--- src/rtl/ibex_rf_pkg.sv ---
// Shared constants and helpers for the multi-port register file.
package ibex_rf_pkg;

   localparam int RegAddrW = 5;
   localparam int MaxWords = 32;

   typedef logic [RegAddrW-1:0] reg_addr_t;

   function automatic int num_words(input bit rv32e);
      return rv32e ? 16 : 32;
   endfunction

   function automatic logic [5:0] popcount(input logic [MaxWords-1:0] vec);
      logic [5:0] cnt;
      cnt = '0;
      for (int i = 0; i < MaxWords; i++) begin
         cnt = cnt + 6'(vec[i]);
      end
      return cnt;
   endfunction

endpackage

--- src/rtl/ibex_register_file_mp_if.sv ---
// Operand read, writeback and scoreboard signals between ID stage and register file.
interface ibex_register_file_mp_if #(
   parameter int DataWidth     = 32,
   parameter int NumReadPorts  = 2,
   parameter int NumWritePorts = 2
);
   import ibex_rf_pkg::*;

   logic                                     dummy_instr_id_i;
   reg_addr_t [NumReadPorts-1:0]             raddr_i;
   logic      [NumReadPorts-1:0][DataWidth-1:0]  rdata_o;
   logic      [NumReadPorts-1:0]             rpend_o;
   reg_addr_t [NumWritePorts-1:0]            waddr_i;
   logic      [NumWritePorts-1:0][DataWidth-1:0] wdata_i;
   logic      [NumWritePorts-1:0]            we_i;
   logic                                     alloc_i;
   reg_addr_t                                alloc_addr_i;
   logic                                     flush_i;
   logic      [5:0]                          pend_cnt_o;

   modport master (
      output dummy_instr_id_i, raddr_i, waddr_i, wdata_i, we_i,
             alloc_i, alloc_addr_i, flush_i,
      input  rdata_o, rpend_o, pend_cnt_o
   );

   modport slave (
      input  dummy_instr_id_i, raddr_i, waddr_i, wdata_i, we_i,
             alloc_i, alloc_addr_i, flush_i,
      output rdata_o, rpend_o, pend_cnt_o
   );

endinterface

--- src/rtl/ibex_rf_scoreboard.sv ---
// Per-register pending bits for long-latency producers, with a registered count.
module ibex_rf_scoreboard
   import ibex_rf_pkg::*;
#(
   parameter int NumWords = 32
) (
   input  logic                clk_i,
   input  logic                rst_i,
   input  logic                alloc,
   input  reg_addr_t           alloc_addr,
   input  logic                flush,
   input  logic [MaxWords-1:0] clr,
   output logic [MaxWords-1:0] pend,
   output logic [5:0]          pend_cnt
);

   logic [MaxWords-1:0] pend_reg;
   logic [MaxWords-1:0] pend_next;
   logic [5:0]          pend_cnt_reg;

   // Flush beats everything; a new allocation supersedes a retiring writeback.
   always_comb begin
      pend_next = '0;
      if (!flush) begin
         for (int r = 1; r < NumWords; r++) begin
            if (alloc && alloc_addr == RegAddrW'(r)) begin
               pend_next[r] = 1'b1;
            end else if (clr[r]) begin
               pend_next[r] = 1'b0;
            end else begin
               pend_next[r] = pend_reg[r];
            end
         end
      end
   end

   always_ff @(posedge clk_i or posedge rst_i) begin
      if (rst_i) begin
         pend_reg     <= '0;
         pend_cnt_reg <= '0;
      end else begin
         pend_reg     <= pend_next;
         pend_cnt_reg <= popcount(pend_next);
      end
   end

   assign pend     = pend_reg;
   assign pend_cnt = pend_cnt_reg;

endmodule

--- src/rtl/ibex_register_file_mp.sv ---
// N-read / M-write flip-flop register file with optional write-through and dummy x0.
module ibex_register_file_mp
   import ibex_rf_pkg::*;
#(
   parameter bit RV32E             = 1'b0,
   parameter int DataWidth         = 32,
   parameter int NumReadPorts      = 2,
   parameter int NumWritePorts     = 2,
   parameter bit WriteThrough      = 1'b0,
   parameter bit DummyInstructions = 1'b0
) (
   input logic clk_i,
   input logic rst_i,
   ibex_register_file_mp_if.slave rf
);

   localparam int NumWords = num_words(RV32E);

   logic [MaxWords-1:0]  wr_hit;
   logic [DataWidth-1:0] wr_data [MaxWords];
   logic [DataWidth-1:0] rf_word [MaxWords];
   logic [MaxWords-1:0]  pend;

   genvar gi;

   // Unimplemented (RV32E upper) words never hit and always read as zero.
   generate
      for (gi = 0; gi < MaxWords; gi++) begin : g_word
         if (gi < NumWords) begin : g_live
            logic                 hit;
            logic [DataWidth-1:0] data;

            // Ascending scan lets the highest-index port win.
            always_comb begin
               hit  = 1'b0;
               data = '0;
               for (int p = 0; p < NumWritePorts; p++) begin
                  if (rf.we_i[p] && rf.waddr_i[p] == RegAddrW'(gi)) begin
                     hit  = 1'b1;
                     data = rf.wdata_i[p];
                  end
               end
            end

            assign wr_hit[gi]  = hit;
            assign wr_data[gi] = data;

            if (gi == 0) begin : g_x0
               if (DummyInstructions) begin : g_dummy
                  logic [DataWidth-1:0] data_reg;
                  always_ff @(posedge clk_i or posedge rst_i) begin
                     if (rst_i) begin
                        data_reg <= '0;
                     end else if (hit && rf.dummy_instr_id_i) begin
                        data_reg <= data;
                     end
                  end
                  assign rf_word[gi] = rf.dummy_instr_id_i ? data_reg : '0;
               end else begin : g_zero
                  assign rf_word[gi] = '0;
               end
            end else begin : g_reg
               logic [DataWidth-1:0] data_reg;
               always_ff @(posedge clk_i or posedge rst_i) begin
                  if (rst_i) begin
                     data_reg <= '0;
                  end else if (hit) begin
                     data_reg <= data;
                  end
               end
               assign rf_word[gi] = data_reg;
            end
         end else begin : g_absent
            assign wr_hit[gi]  = 1'b0;
            assign wr_data[gi] = '0;
            assign rf_word[gi] = '0;
         end
      end
   endgenerate

   ibex_rf_scoreboard #(
      .NumWords (NumWords)
   ) u_scoreboard (
      .clk_i      (clk_i),
      .rst_i      (rst_i),
      .alloc      (rf.alloc_i),
      .alloc_addr (rf.alloc_addr_i),
      .flush      (rf.flush_i),
      .clr        (wr_hit),
      .pend       (pend),
      .pend_cnt   (rf.pend_cnt_o)
   );

   generate
      for (gi = 0; gi < NumReadPorts; gi++) begin : g_read
         reg_addr_t            addr;
         logic [DataWidth-1:0] rdata;
         logic                 rpend;

         // Bypass never applies to x0, so a dummy write is not visible early.
         always_comb begin
            addr  = rf.raddr_i[gi];
            rdata = rf_word[addr];
            rpend = pend[addr];
            if (WriteThrough && addr != '0 && wr_hit[addr]) begin
               rdata = wr_data[addr];
               if (!(rf.alloc_i && rf.alloc_addr_i == addr)) begin
                  rpend = 1'b0;
               end
            end
         end

         assign rf.rdata_o[gi] = rdata;
         assign rf.rpend_o[gi] = rpend;
      end
   endgenerate

endmodule

--- src/flat_wrapper.sv ---
// flat-port wrapper written by rule: the top's interface ports become plain ports
module ibex_register_file_mp_flat import ibex_rf_pkg::*;
#(
   parameter bit RV32E             = 1'b0,
   parameter int DataWidth         = 32,
   parameter int NumReadPorts      = 2,
   parameter int NumWritePorts     = 2,
   parameter bit WriteThrough      = 1'b0,
   parameter bit DummyInstructions = 1'b0
)
  (clk_i, rst_i, rf_dummy_instr_id_i, rf_raddr_i, rf_waddr_i, rf_wdata_i, rf_we_i, rf_alloc_i, rf_alloc_addr_i, rf_flush_i, rf_rdata_o, rf_rpend_o, rf_pend_cnt_o);
  ibex_register_file_mp_if #(.DataWidth(DataWidth), .NumReadPorts(NumReadPorts), .NumWritePorts(NumWritePorts)) rf_i ();
  input logic clk_i;
  input logic rst_i;
  input wire logic [$bits(rf_i.dummy_instr_id_i)-1:0] rf_dummy_instr_id_i;
  input wire logic [$bits(rf_i.raddr_i)-1:0] rf_raddr_i;
  input wire logic [$bits(rf_i.waddr_i)-1:0] rf_waddr_i;
  input wire logic [$bits(rf_i.wdata_i)-1:0] rf_wdata_i;
  input wire logic [$bits(rf_i.we_i)-1:0] rf_we_i;
  input wire logic [$bits(rf_i.alloc_i)-1:0] rf_alloc_i;
  input wire logic [$bits(rf_i.alloc_addr_i)-1:0] rf_alloc_addr_i;
  input wire logic [$bits(rf_i.flush_i)-1:0] rf_flush_i;
  output wire logic [$bits(rf_i.rdata_o)-1:0] rf_rdata_o;
  output wire logic [$bits(rf_i.rpend_o)-1:0] rf_rpend_o;
  output wire logic [$bits(rf_i.pend_cnt_o)-1:0] rf_pend_cnt_o;
  assign rf_i.dummy_instr_id_i = rf_dummy_instr_id_i;
  assign rf_i.raddr_i = rf_raddr_i;
  assign rf_i.waddr_i = rf_waddr_i;
  assign rf_i.wdata_i = rf_wdata_i;
  assign rf_i.we_i = rf_we_i;
  assign rf_i.alloc_i = rf_alloc_i;
  assign rf_i.alloc_addr_i = rf_alloc_addr_i;
  assign rf_i.flush_i = rf_flush_i;
  assign rf_rdata_o = rf_i.rdata_o;
  assign rf_rpend_o = rf_i.rpend_o;
  assign rf_pend_cnt_o = rf_i.pend_cnt_o;
  ibex_register_file_mp #(.RV32E(RV32E), .DataWidth(DataWidth), .NumReadPorts(NumReadPorts), .NumWritePorts(NumWritePorts), .WriteThrough(WriteThrough), .DummyInstructions(DummyInstructions)) u_core (.clk_i(clk_i), .rst_i(rst_i), .rf(rf_i));
endmodule
--- config.mk ---
export PLATFORM = sky130hd
export DESIGN_NAME = ibex_register_file_mp_flat
export DESIGN_NICKNAME = d
export VERILOG_FILES = /design/src/rtl/ibex_rf_pkg.sv /design/src/rtl/ibex_register_file_mp_if.sv /design/src/rtl/ibex_rf_scoreboard.sv /design/src/rtl/ibex_register_file_mp.sv /design/src/flat_wrapper.sv
export SDC_FILE = /design/constraint.sdc
export NUM_CORES = 2
export LEC_CHECK = 0
export BUFFER_PORTS_ARGS = -buffer_cell sky130_fd_sc_hd__buf_2
export CAP_MARGIN = 30
export CORE_UTILIZATION = 35
export DETAILED_ROUTE_END_ITERATION = 7
export PLACE_DENSITY_LB_ADDON = 0.15
export SETUP_SLACK_MARGIN = 0.4
export SYNTH_ARGS = -nofsm -noshare
export SYNTH_HDL_FRONTEND = slang
export SYNTH_HIERARCHICAL = 1
export SYNTH_SLANG_ARGS = --single-unit
--- constraint.sdc ---
create_clock -name clk_i -period 30.4 [get_ports clk_i]
set_input_delay 4.56 -clock clk_i [delete_from_list [all_inputs] [get_ports clk_i]]
set_output_delay 4.56 -clock clk_i [all_outputs]
set_load 0.05 [all_outputs]
==> reports/qor.yml <==
vias_per_cell: 5.898
final_cell_mix: "mux2i_1 (1186), dfrtp_1 (1029), nor2_1 (583)"
hold_path.class: "flop to flop"
fin_ws_ns: 16.54
setup_viol: 0
place.gp.congestion: 0.8140
critical_path_class: "input pin to output port"
mostFrequentLayoutCell: "mux2i_1"
rows: 158
synth_area_per_cell_um2: 10.43
first_iter_violations: 4881
grt_pass1_vias: 50100
hold_viol_final: 0
grt_max_degree: 153
fin_crit_ns: 13.86
drt_first_pass_iters: 6
crit_path_end_kind: "output port"
holdCritStartpoint: "u_core/g_word[3].g_live.g_reg.data_reg[20]"
largest_reg_flops: 992
h-tree-depth: 4
leakage_uw: 0.03113
min_period_over_period: 0.4558
reg2reg_slack_ns: 24.53
nets: 6094
r2r_cells: 19
drc: 0
syn_inst: 6261
ant_nets: 0
port_buffers: 166
grt_setup_unrepaired: "no"
hold_depth: 2
place_ws_ns: 16.44
clkSinkCount: 1029
area_growth_pct: 11.24
die-area_um2: 188300
routedWlPerCell_um: 30.78
start_kind: "input pin"
synth_area_um2: 65290
clk_pin_slew_worst_paths_ns: 0.05
drive_above_1_share: 0.1752
slew_headroom: 0.2768
cts_buffers: 133
cts-root-buf: "clkbuf_16"
crit_fanout: 94
ir_drop_mv: 0.03702
cts_tree: "yes"
vias: 50420
track_usage: 0.2787
fmax_ghz: 0.07216
initial_utilization: 0.3521
cts_hold_buf: 0
fin_skew_ns: 0.01428
io_pins: 168
regToRegStartpoint: "u_core/u_scoreboard/pend[2]"
wirelength_mm: 263.1
clk_latency_ns: 0.79
yosys_warnings: 6
die_w_um: 433.9
fin_tns_setup_ns: 0
slew_violations: 0
cts-resized-gates: 0
p_per_area_nw_per_um2: 66.73
post-cts-setup-buffer-count: 0
synth_nets: 6394
maxCapViolations: 0
gr-total-overflow: 0
worstMarginPinSlew_ns: 1.085
die_h_um: 433.9
reg2reg_to: "u_core/u_scoreboard/pend_cnt[4]"
cp.required_ns: 25.84
grt_pass1_wl_mm: 377.2
hpwl_mm: 149.3
cp.arrival_ns: 9.30
whs_endpoint: "u_core/g_word[3].g_live.g_reg.data_reg[20]"
clock_path_buffers: 3
finalPower_uw: 4847
status: "completed"
coreArea_um2: 185400
antenna_found_initial: 11
## cell type report
cell class / instances / area [um2]
Sequential cell: 1029 / 25750
Tap cell: 2480 / 3103
Clock buffer: 198 / 3892
Inverter: 39 / 150.1
Clock inverter: 38 / 585.6
Timing Repair Buffer: 301 / 2315
Multi-Input combinational cell: 4457 / 36830
Antenna cell: 6 / 15.01
Fill cell: 18200 / 112800
## stage by stage
stage / area (um2) / utilization / std cells / hold slack [ns]
after global routing: 72630 / 0.3917 / 8546 / 0.6081
final: 72640 / 0.3917 / 8548 / 0.5727
after CTS: 72500 / 0.3910 / 8536 / 0.5751
after global placement: 67590 / 0.3645 / 8282 / 0.5493
after floorplan: 65300 / - / 6261 / 0.4958
after detailed placement: 68020 / 0.3668 / 8300 / 0.5588
## worst max path at each step
stage	start	endpoint	slack, ns	cells past startpoint
3_3_place_gp	rf_raddr_i[0]	rf_rdata_o[2]	16.41	9
3_5_place_dp	rf_raddr_i[0]	rf_rdata_o[2]	16.44	9
5_1_grt	rf_raddr_i[0]	rf_rdata_o[2]	16.23	9
2_1_floorplan	rst_i	u_core/g_word[10].g_live.g_reg.data_reg[0]	12.17	1
6_report	rf_raddr_i[0]	rf_rdata_o[2]	16.54	9
4_1_cts	rf_raddr_i[0]	rf_rdata_o[2]	16.43	9
## worst max-delay path, stage by stage
cell and delay, ns:
buf_8 0.50, buf_12 0.62, buf_4 0.78, buf_4 0.79
mux4_2 0.35, mux2i_1 0.08, and2_1 0.22, o31ai_1 0.72
buf_2 0.40
## routing by layer
layer / GRT usage / part of all wire
met5: 0 / 0.000057
met4: 0.1091 / 0.041
met3: 0.05029 / 0.066
met2: 0.4591 / 0.48
met1: 0.3618 / 0.41
## where the power goes
part	total (uW)	switching, uW	internal, uW	leakage (uW)
sequential	1990	261	1730	0.0126
clock	1650	676	976	0.00220
combinational	1210	600	607	0.0164
total	4850	1540	3310	0.0311
No activity file was read; power rests on OpenSTA's default activity.
